==> src/rtl/bus_access_pkg.sv <==
// Shared types and helpers for the bus access sequencer.
package bus_access_pkg;

  typedef enum logic [1:0] {
    S_IDLE   = 2'd0,
    S_FIRST  = 2'd1,
    S_SECOND = 2'd2,
    S_DONE   = 2'd3
  } state_e;

  localparam logic [1:0] SZ_BYTE  = 2'd0;
  localparam logic [1:0] SZ_HALF  = 2'd1;
  localparam logic [1:0] SZ_WORD  = 2'd2;
  localparam logic [1:0] SZ_DWORD = 2'd3;

  // Lanes touched by an n-byte access at offset off, over two bus words:
  // low BUS_BYTES bits are the first word, the next BUS_BYTES the second.
  function automatic logic [15:0] lane_mask(input logic [3:0] off, input logic [3:0] n);
    logic [15:0] ones;
    ones = (16'd1 << n) - 16'd1;
    return ones << off;
  endfunction

endpackage

==> src/rtl/bus_access_unit_byte_rotator.sv <==
// Byte-granular barrel rotator; LEFT=1 rotates towards higher lanes.
module byte_rotator #(
  parameter int BUS_BYTES = 2,
  parameter bit LEFT      = 1'b1,
  localparam int DW = 8 * BUS_BYTES,
  localparam int OW = $clog2(BUS_BYTES)
) (
  input  logic [DW-1:0] data_i,
  input  logic [OW-1:0] amt_i,
  output logic [DW-1:0] data_o
);

  logic [OW-1:0] src;

  always_comb begin
    data_o = '0;
    src    = '0;
    for (int b = 0; b < BUS_BYTES; b++) begin
      src = LEFT ? (OW'(b) - amt_i) : (OW'(b) + amt_i);
      data_o[8*b +: 8] = data_i[8*src +: 8];
    end
  end

endmodule

==> src/rtl/bus_access_unit.sv <==
// Load/store sequencer: splits unaligned accesses into up to two bus
// transactions, merges read lanes and extends the load result.
module bus_access_unit
  import bus_access_pkg::*;
#(
  parameter int BUS_BYTES = 2,
  parameter int ADDR_W    = 16,
  parameter int SIZE_W    = 2,
  localparam int DW = 8 * BUS_BYTES,
  localparam int OW = $clog2(BUS_BYTES)
) (
  input  logic                 clk,
  input  logic                 reset,
  input  logic                 req_valid,
  output logic                 req_ready,
  input  logic                 req_write,
  input  logic [ADDR_W-1:0]    req_addr,
  input  logic [SIZE_W-1:0]    req_size,
  input  logic                 req_signed,
  input  logic [DW-1:0]        req_wdata,
  output logic                 resp_valid,
  output logic [DW-1:0]        resp_rdata,
  output logic                 bus_valid,
  output logic                 bus_write,
  output logic [ADDR_W-1:0]    bus_addr,
  output logic [BUS_BYTES-1:0] bus_be,
  output logic [DW-1:0]        bus_wdata,
  input  logic                 bus_ready,
  input  logic [DW-1:0]        bus_rdata
);

  localparam logic [SIZE_W-1:0] MAX_SZ = SIZE_W'(OW);

  state_e              state_q, state_d;
  logic                write_q, signed_q;
  logic [ADDR_W-1:0]   addr_q;
  logic [3:0]          n_q;
  logic [DW-1:0]       wdata_q, merge_q, merge_d;

  logic                  accept;
  logic [SIZE_W-1:0]     eff_sz;
  logic [3:0]            n_acc;
  logic [OW-1:0]         off;
  logic [2*BUS_BYTES-1:0] lanes;
  logic [BUS_BYTES-1:0]  be_first, be_second, cap_be;
  logic                  split;
  logic [ADDR_W-1:0]     aligned;
  logic [DW-1:0]         cap_bits, rot_rd, ext;
  logic                  sgn;

  assign accept = req_valid && (state_q == S_IDLE);
  assign eff_sz = (req_size > MAX_SZ) ? MAX_SZ : req_size;
  assign n_acc  = 4'd1 << eff_sz;

  assign off       = addr_q[OW-1:0];
  assign lanes     = (2*BUS_BYTES)'(lane_mask(4'(off), n_q));
  assign be_first  = lanes[BUS_BYTES-1:0];
  assign be_second = lanes[2*BUS_BYTES-1:BUS_BYTES];
  assign split     = |be_second;
  assign aligned   = {addr_q[ADDR_W-1:OW], {OW{1'b0}}};

  always_comb begin
    state_d = state_q;
    case (state_q)
      S_IDLE:   if (req_valid) state_d = S_FIRST;
      S_FIRST:  if (bus_ready) state_d = split ? S_SECOND : S_DONE;
      S_SECOND: if (bus_ready) state_d = S_DONE;
      S_DONE:   state_d = S_IDLE;
      default:  state_d = S_IDLE;
    endcase
  end

  always_comb begin
    bus_valid = 1'b0;
    bus_be    = '0;
    bus_addr  = aligned;
    case (state_q)
      S_FIRST: begin
        bus_valid = 1'b1;
        bus_be    = be_first;
      end
      S_SECOND: begin
        bus_valid = 1'b1;
        bus_be    = be_second;
        bus_addr  = aligned + ADDR_W'(BUS_BYTES);
      end
      default: ;
    endcase
  end

  assign bus_write  = write_q && bus_valid;
  assign req_ready  = (state_q == S_IDLE);
  assign resp_valid = (state_q == S_DONE);

  // Read lanes land in bus-lane order; the two words never overlap.
  always_comb begin
    cap_be   = (state_q == S_SECOND) ? be_second : be_first;
    cap_bits = '0;
    for (int b = 0; b < BUS_BYTES; b++) cap_bits[8*b +: 8] = {8{cap_be[b]}};
    merge_d = merge_q;
    if (accept)
      merge_d = '0;
    else if (bus_valid && bus_ready && !write_q)
      merge_d = (merge_q & ~cap_bits) | (bus_rdata & cap_bits);
  end

  byte_rotator #(.BUS_BYTES(BUS_BYTES), .LEFT(1'b1)) u_st_rot (
    .data_i(wdata_q), .amt_i(off), .data_o(bus_wdata)
  );

  byte_rotator #(.BUS_BYTES(BUS_BYTES), .LEFT(1'b0)) u_ld_rot (
    .data_i(merge_q), .amt_i(off), .data_o(rot_rd)
  );

  always_comb begin
    sgn = 1'b0;
    ext = '0;
    for (int b = 0; b < BUS_BYTES; b++)
      if (b == int'(n_q) - 1) sgn = rot_rd[8*b+7];
    for (int b = 0; b < BUS_BYTES; b++)
      ext[8*b +: 8] = (b < int'(n_q)) ? rot_rd[8*b +: 8] : {8{sgn & signed_q}};
  end

  assign resp_rdata = (state_q == S_DONE && !write_q) ? ext : '0;

  always_ff @(posedge clk) begin
    if (reset) begin
      state_q  <= S_IDLE;
      write_q  <= 1'b0;
      signed_q <= 1'b0;
      addr_q   <= '0;
      n_q      <= '0;
      wdata_q  <= '0;
      merge_q  <= '0;
    end else begin
      state_q <= state_d;
      merge_q <= merge_d;
      if (accept) begin
        write_q  <= req_write;
        signed_q <= req_signed;
        addr_q   <= req_addr;
        n_q      <= n_acc;
        wdata_q  <= req_wdata;
      end
    end
  end

endmodule

==> config.mk <==
export PLATFORM = sky130hd
export DESIGN_NAME = bus_access_unit
export DESIGN_NICKNAME = d
export VERILOG_FILES = /design/src/rtl/bus_access_pkg.sv /design/src/rtl/bus_access_unit_byte_rotator.sv /design/src/rtl/bus_access_unit.sv
export SDC_FILE = /design/constraint.sdc
export NUM_CORES = 1
export LEC_CHECK = 0
export CAP_MARGIN = 20
export CORE_MARGIN = 4
export CORE_UTILIZATION = 40
export DETAILED_ROUTE_END_ITERATION = 10
export DONT_BUFFER_PORTS = 1
export GPL_TIMING_DRIVEN = 0
export HOLD_SLACK_MARGIN = 0.08
export SLEW_MARGIN = 15
export SYNTH_ARGS = -nofsm -noshare
export SYNTH_HDL_FRONTEND = slang
export SYNTH_SLANG_ARGS = --single-unit
==> constraint.sdc <==
create_clock -name clk -period 6.5 [get_ports clk]
set_clock_uncertainty 0.1 [all_clocks]
set_input_delay 0.325 -clock clk [delete_from_list [all_inputs] [get_ports clk]]
set_output_delay 0.325 -clock clk [all_outputs]
set_load 0.02 [all_outputs]
==> metrics.txt <==
Primary FF master, synth dfxtp_1; mux contribution to synthesized area 0.1837; final WL approximately 8300 um; number of flops mapped to enable cells by yosys 0; post-synth top area share 0.3724; final hold violations 0; Syn Inst Count between 300 and 400; Slew Limit Fails 0; largest net degree at the start of global routing 18; CP max FO 10; Least-Margin Pin Slew roughly 0.66 ns; final worst path period share 0.4557; Min-Delay Path Class input port to flop; first-pass GRT wire length 13430 um; wire per inst around 16 um; Period minus WS final slightly below 3 ns; Max Cap Viol 0; DRC viols 0; IR drop worst, VDD 0.1219 mV; P_int ~0.66 mW; crit path launch type flop; Post CTS Setup Buffer Count 0; drt via density 5.213; Post-Syn Nets 440; Power Total 1.169 mW; antenna-violating nets left 0; worst path cell trace inv_1 > ha_1 > buf_2 > nand3_1 > or4_1 > nor2_1 > xor2_1; #FFs+latches synth 56; critical setup path kind flop to output pin; Core Region roughly 7300 um2; row count 31; root buf cell clkbuf_8; Fmax 0.3376 GHz; # diodes 0; CTS clk-pin slew, worst paths roughly 0.1 ns; Port Buffers 0; layout cells sized above 1 0.07586; synth-to-layout area growth 23.57%; Req. time, crit path approximately 6.1 ns; Sw Ratio 0.4359; Max Root-Sink Buffers 2; CP Capture Type output pin; async set or reset register ratio after synthesis 0; sequential area share after synthesis 0.3724; Mean Syn Cell Area around 8 um2; slew margin rel. 0.5591; initial antenna violation count 0; Die ar. 8978 um2; Compound-Gate Fraction of Synth Area 0.1018; vias post-DR around 2800; GRT overflow 0; Initial Util 0.4128; 1st-iter DRT viols roughly 110; sequential share of power 0.383; CTS tree built; Comb pwr share 0.448; simple-gate portion of the synthesized area 0.2286; P_leak between 1 and 1.5 nW; overall global routing resource usage 0.1891; die span in x 94.75 um; Total Nets Final 497; pwr dens about 310 nW/um2; drt first pass iters 4; CP max stage delay 0.58 ns; clock sinks between 50 and 60; P_sw 0.5097 mW; total CTS buffers 5; worst path arrival time 2.54 ns; I/O Pins 110; Synth area leaders dfxtp_1, nand2_1, mux2i_1, a21oi_1, mux2_2; Die Span Y about 95 um; Netlist cell types 39; H-tree depth 2; Final GP Congestion 0.8481; synth warn 0; Slowest cell on crit path or4_1; Post-Route Utilization 0.5101; Post-Synth Adder-Cell Area 0.02494; Netlist Area Pre-Place about 3000 um2; worst skew pair latency between 0.3 and 0.4 ns; setup TNS 0 ns; Synth area leader dfxtp_1; CP bufs+invs 2; RSZ-0062 raised after global routing false; DP Wirelength 5872 um; post-synthesis xor/xnor area fraction 0.04364; status completed; count leader, synth nand2_1; vias in the first global route 2718; CP delay by family, top simple AND/OR/NAND/NOR gates; largest family of logic cells by synthesized area simple AND/OR/NAND/NOR gates; Final setup viols 0; Commonest cells post-synth nand2_1, dfxtp_1, a21oi_1; clock group share of total power 0.170
logic make-up after synthesis:
logic type	Yosys count
AND/OR/NAND/NOR	162
flip-flops	56
AO/OA/AOI/OAI	54
multiplexers	53
buffers and inverters	31
XOR/XNOR	15
adder cells (fa/ha/maj)	6
other	1
cell type report:
type / instances / area [um2]
Fill cell: 734 / 3572
Sequential cell: 56 / 1121
Timing Repair Buffer: 50 / 500.5
Inverter: 9 / 33.78
Clock inverter: 2 / 16.27
Multi-Input combinational cell: 291 / 1758
Clock buffer: 5 / 68.82
Buffer: 22 / 97.59
Tap cell: 99 / 123.9
layout by cell type, fill, tap and decap left out, types with 2 or more instances in the layout:
master / netlist / layout
a21oi_1: 43 / 43
and2_1: 5 / 5
buf_1: 3 / 3
buf_2: 3 / 3
clkbuf_1: 14 / 14
clkbuf_8: 0 / 5
dfxtp_1: 56 / 56
dlygate4sd3_1: 0 / 50
ha_1: 6 / 6
inv_1: 9 / 9
mux2_2: 18 / 18
mux2i_1: 35 / 35
nand2_1: 114 / 114
nand3_1: 2 / 2
nand4_1: 5 / 5
nor2_1: 22 / 22
nor2b_1: 3 / 3
nor3_1: 3 / 3
or3_1: 2 / 2
xnor2_1: 11 / 11
xor2_1: 4 / 4
power groups by stage:
stage / clock network, mW / logic [mW] / registers, mW
2_1_floorplan: 0 / 0.405 / 0.441
3_3_place_gp: 0 / 0.494 / 0.452
3_5_place_dp: 0 / 0.500 / 0.455
4_1_cts: 0.204 / 0.527 / 0.447
5_1_grt: 0.214 / 0.578 / 0.455
6_report: 0.198 / 0.524 / 0.447
repair_timing:
action | in CTS | in global routing
hold buffers | 50 | 0
endpoints found under the setup margin | 0 | 0
hold endpoints to repair | 50 | 0
gates resized for setup | 0 | 0
path summary, 6_finish.rpt:
check                                             start  depth (start not counted)  slack [ns]                      end
worst max register to register      n_q[2]$_SDFFE_PP0P_                          9        3.85                     flop
worst min register to register  addr_q[14]$_SDFFE_PP0P_                          2        0.36  addr_q[14]$_SDFFE_PP0P_
worst min-delay path                        req_size[0]                          2        0.14      n_q[1]$_SDFFE_PP0P_
worst max-delay path            state_q[0]$_SDFFE_PP0P_                          7        3.54             bus_addr[12]
through the flow:
stage	hold WS [ns]	cell area (um2)	setup WS [ns]	instances
6_report	0.1376	3720	3.538	534
5_1_grt	0.1352	3720	3.329	534
4_1_cts	0.1163	3720	3.513	534
3_5_place_dp	0.3508	3134	3.874	477
3_3_place_gp	0.3459	3134	3.897	477
2_1_floorplan	0.3363	3010	4.109	378
per-layer routing:
metal / part of all wire / routed length [um] / global-route usage
met4: 0.012 / 103 / 0.05168
met1: 0.45 / 3720 / 0.2351
met2: 0.48 / 3965 / 0.3218
met5: 0 / 0 / 0
met3: 0.065 / 539 / 0.05020
Note: power is estimated with default switching activity, not from simulation.
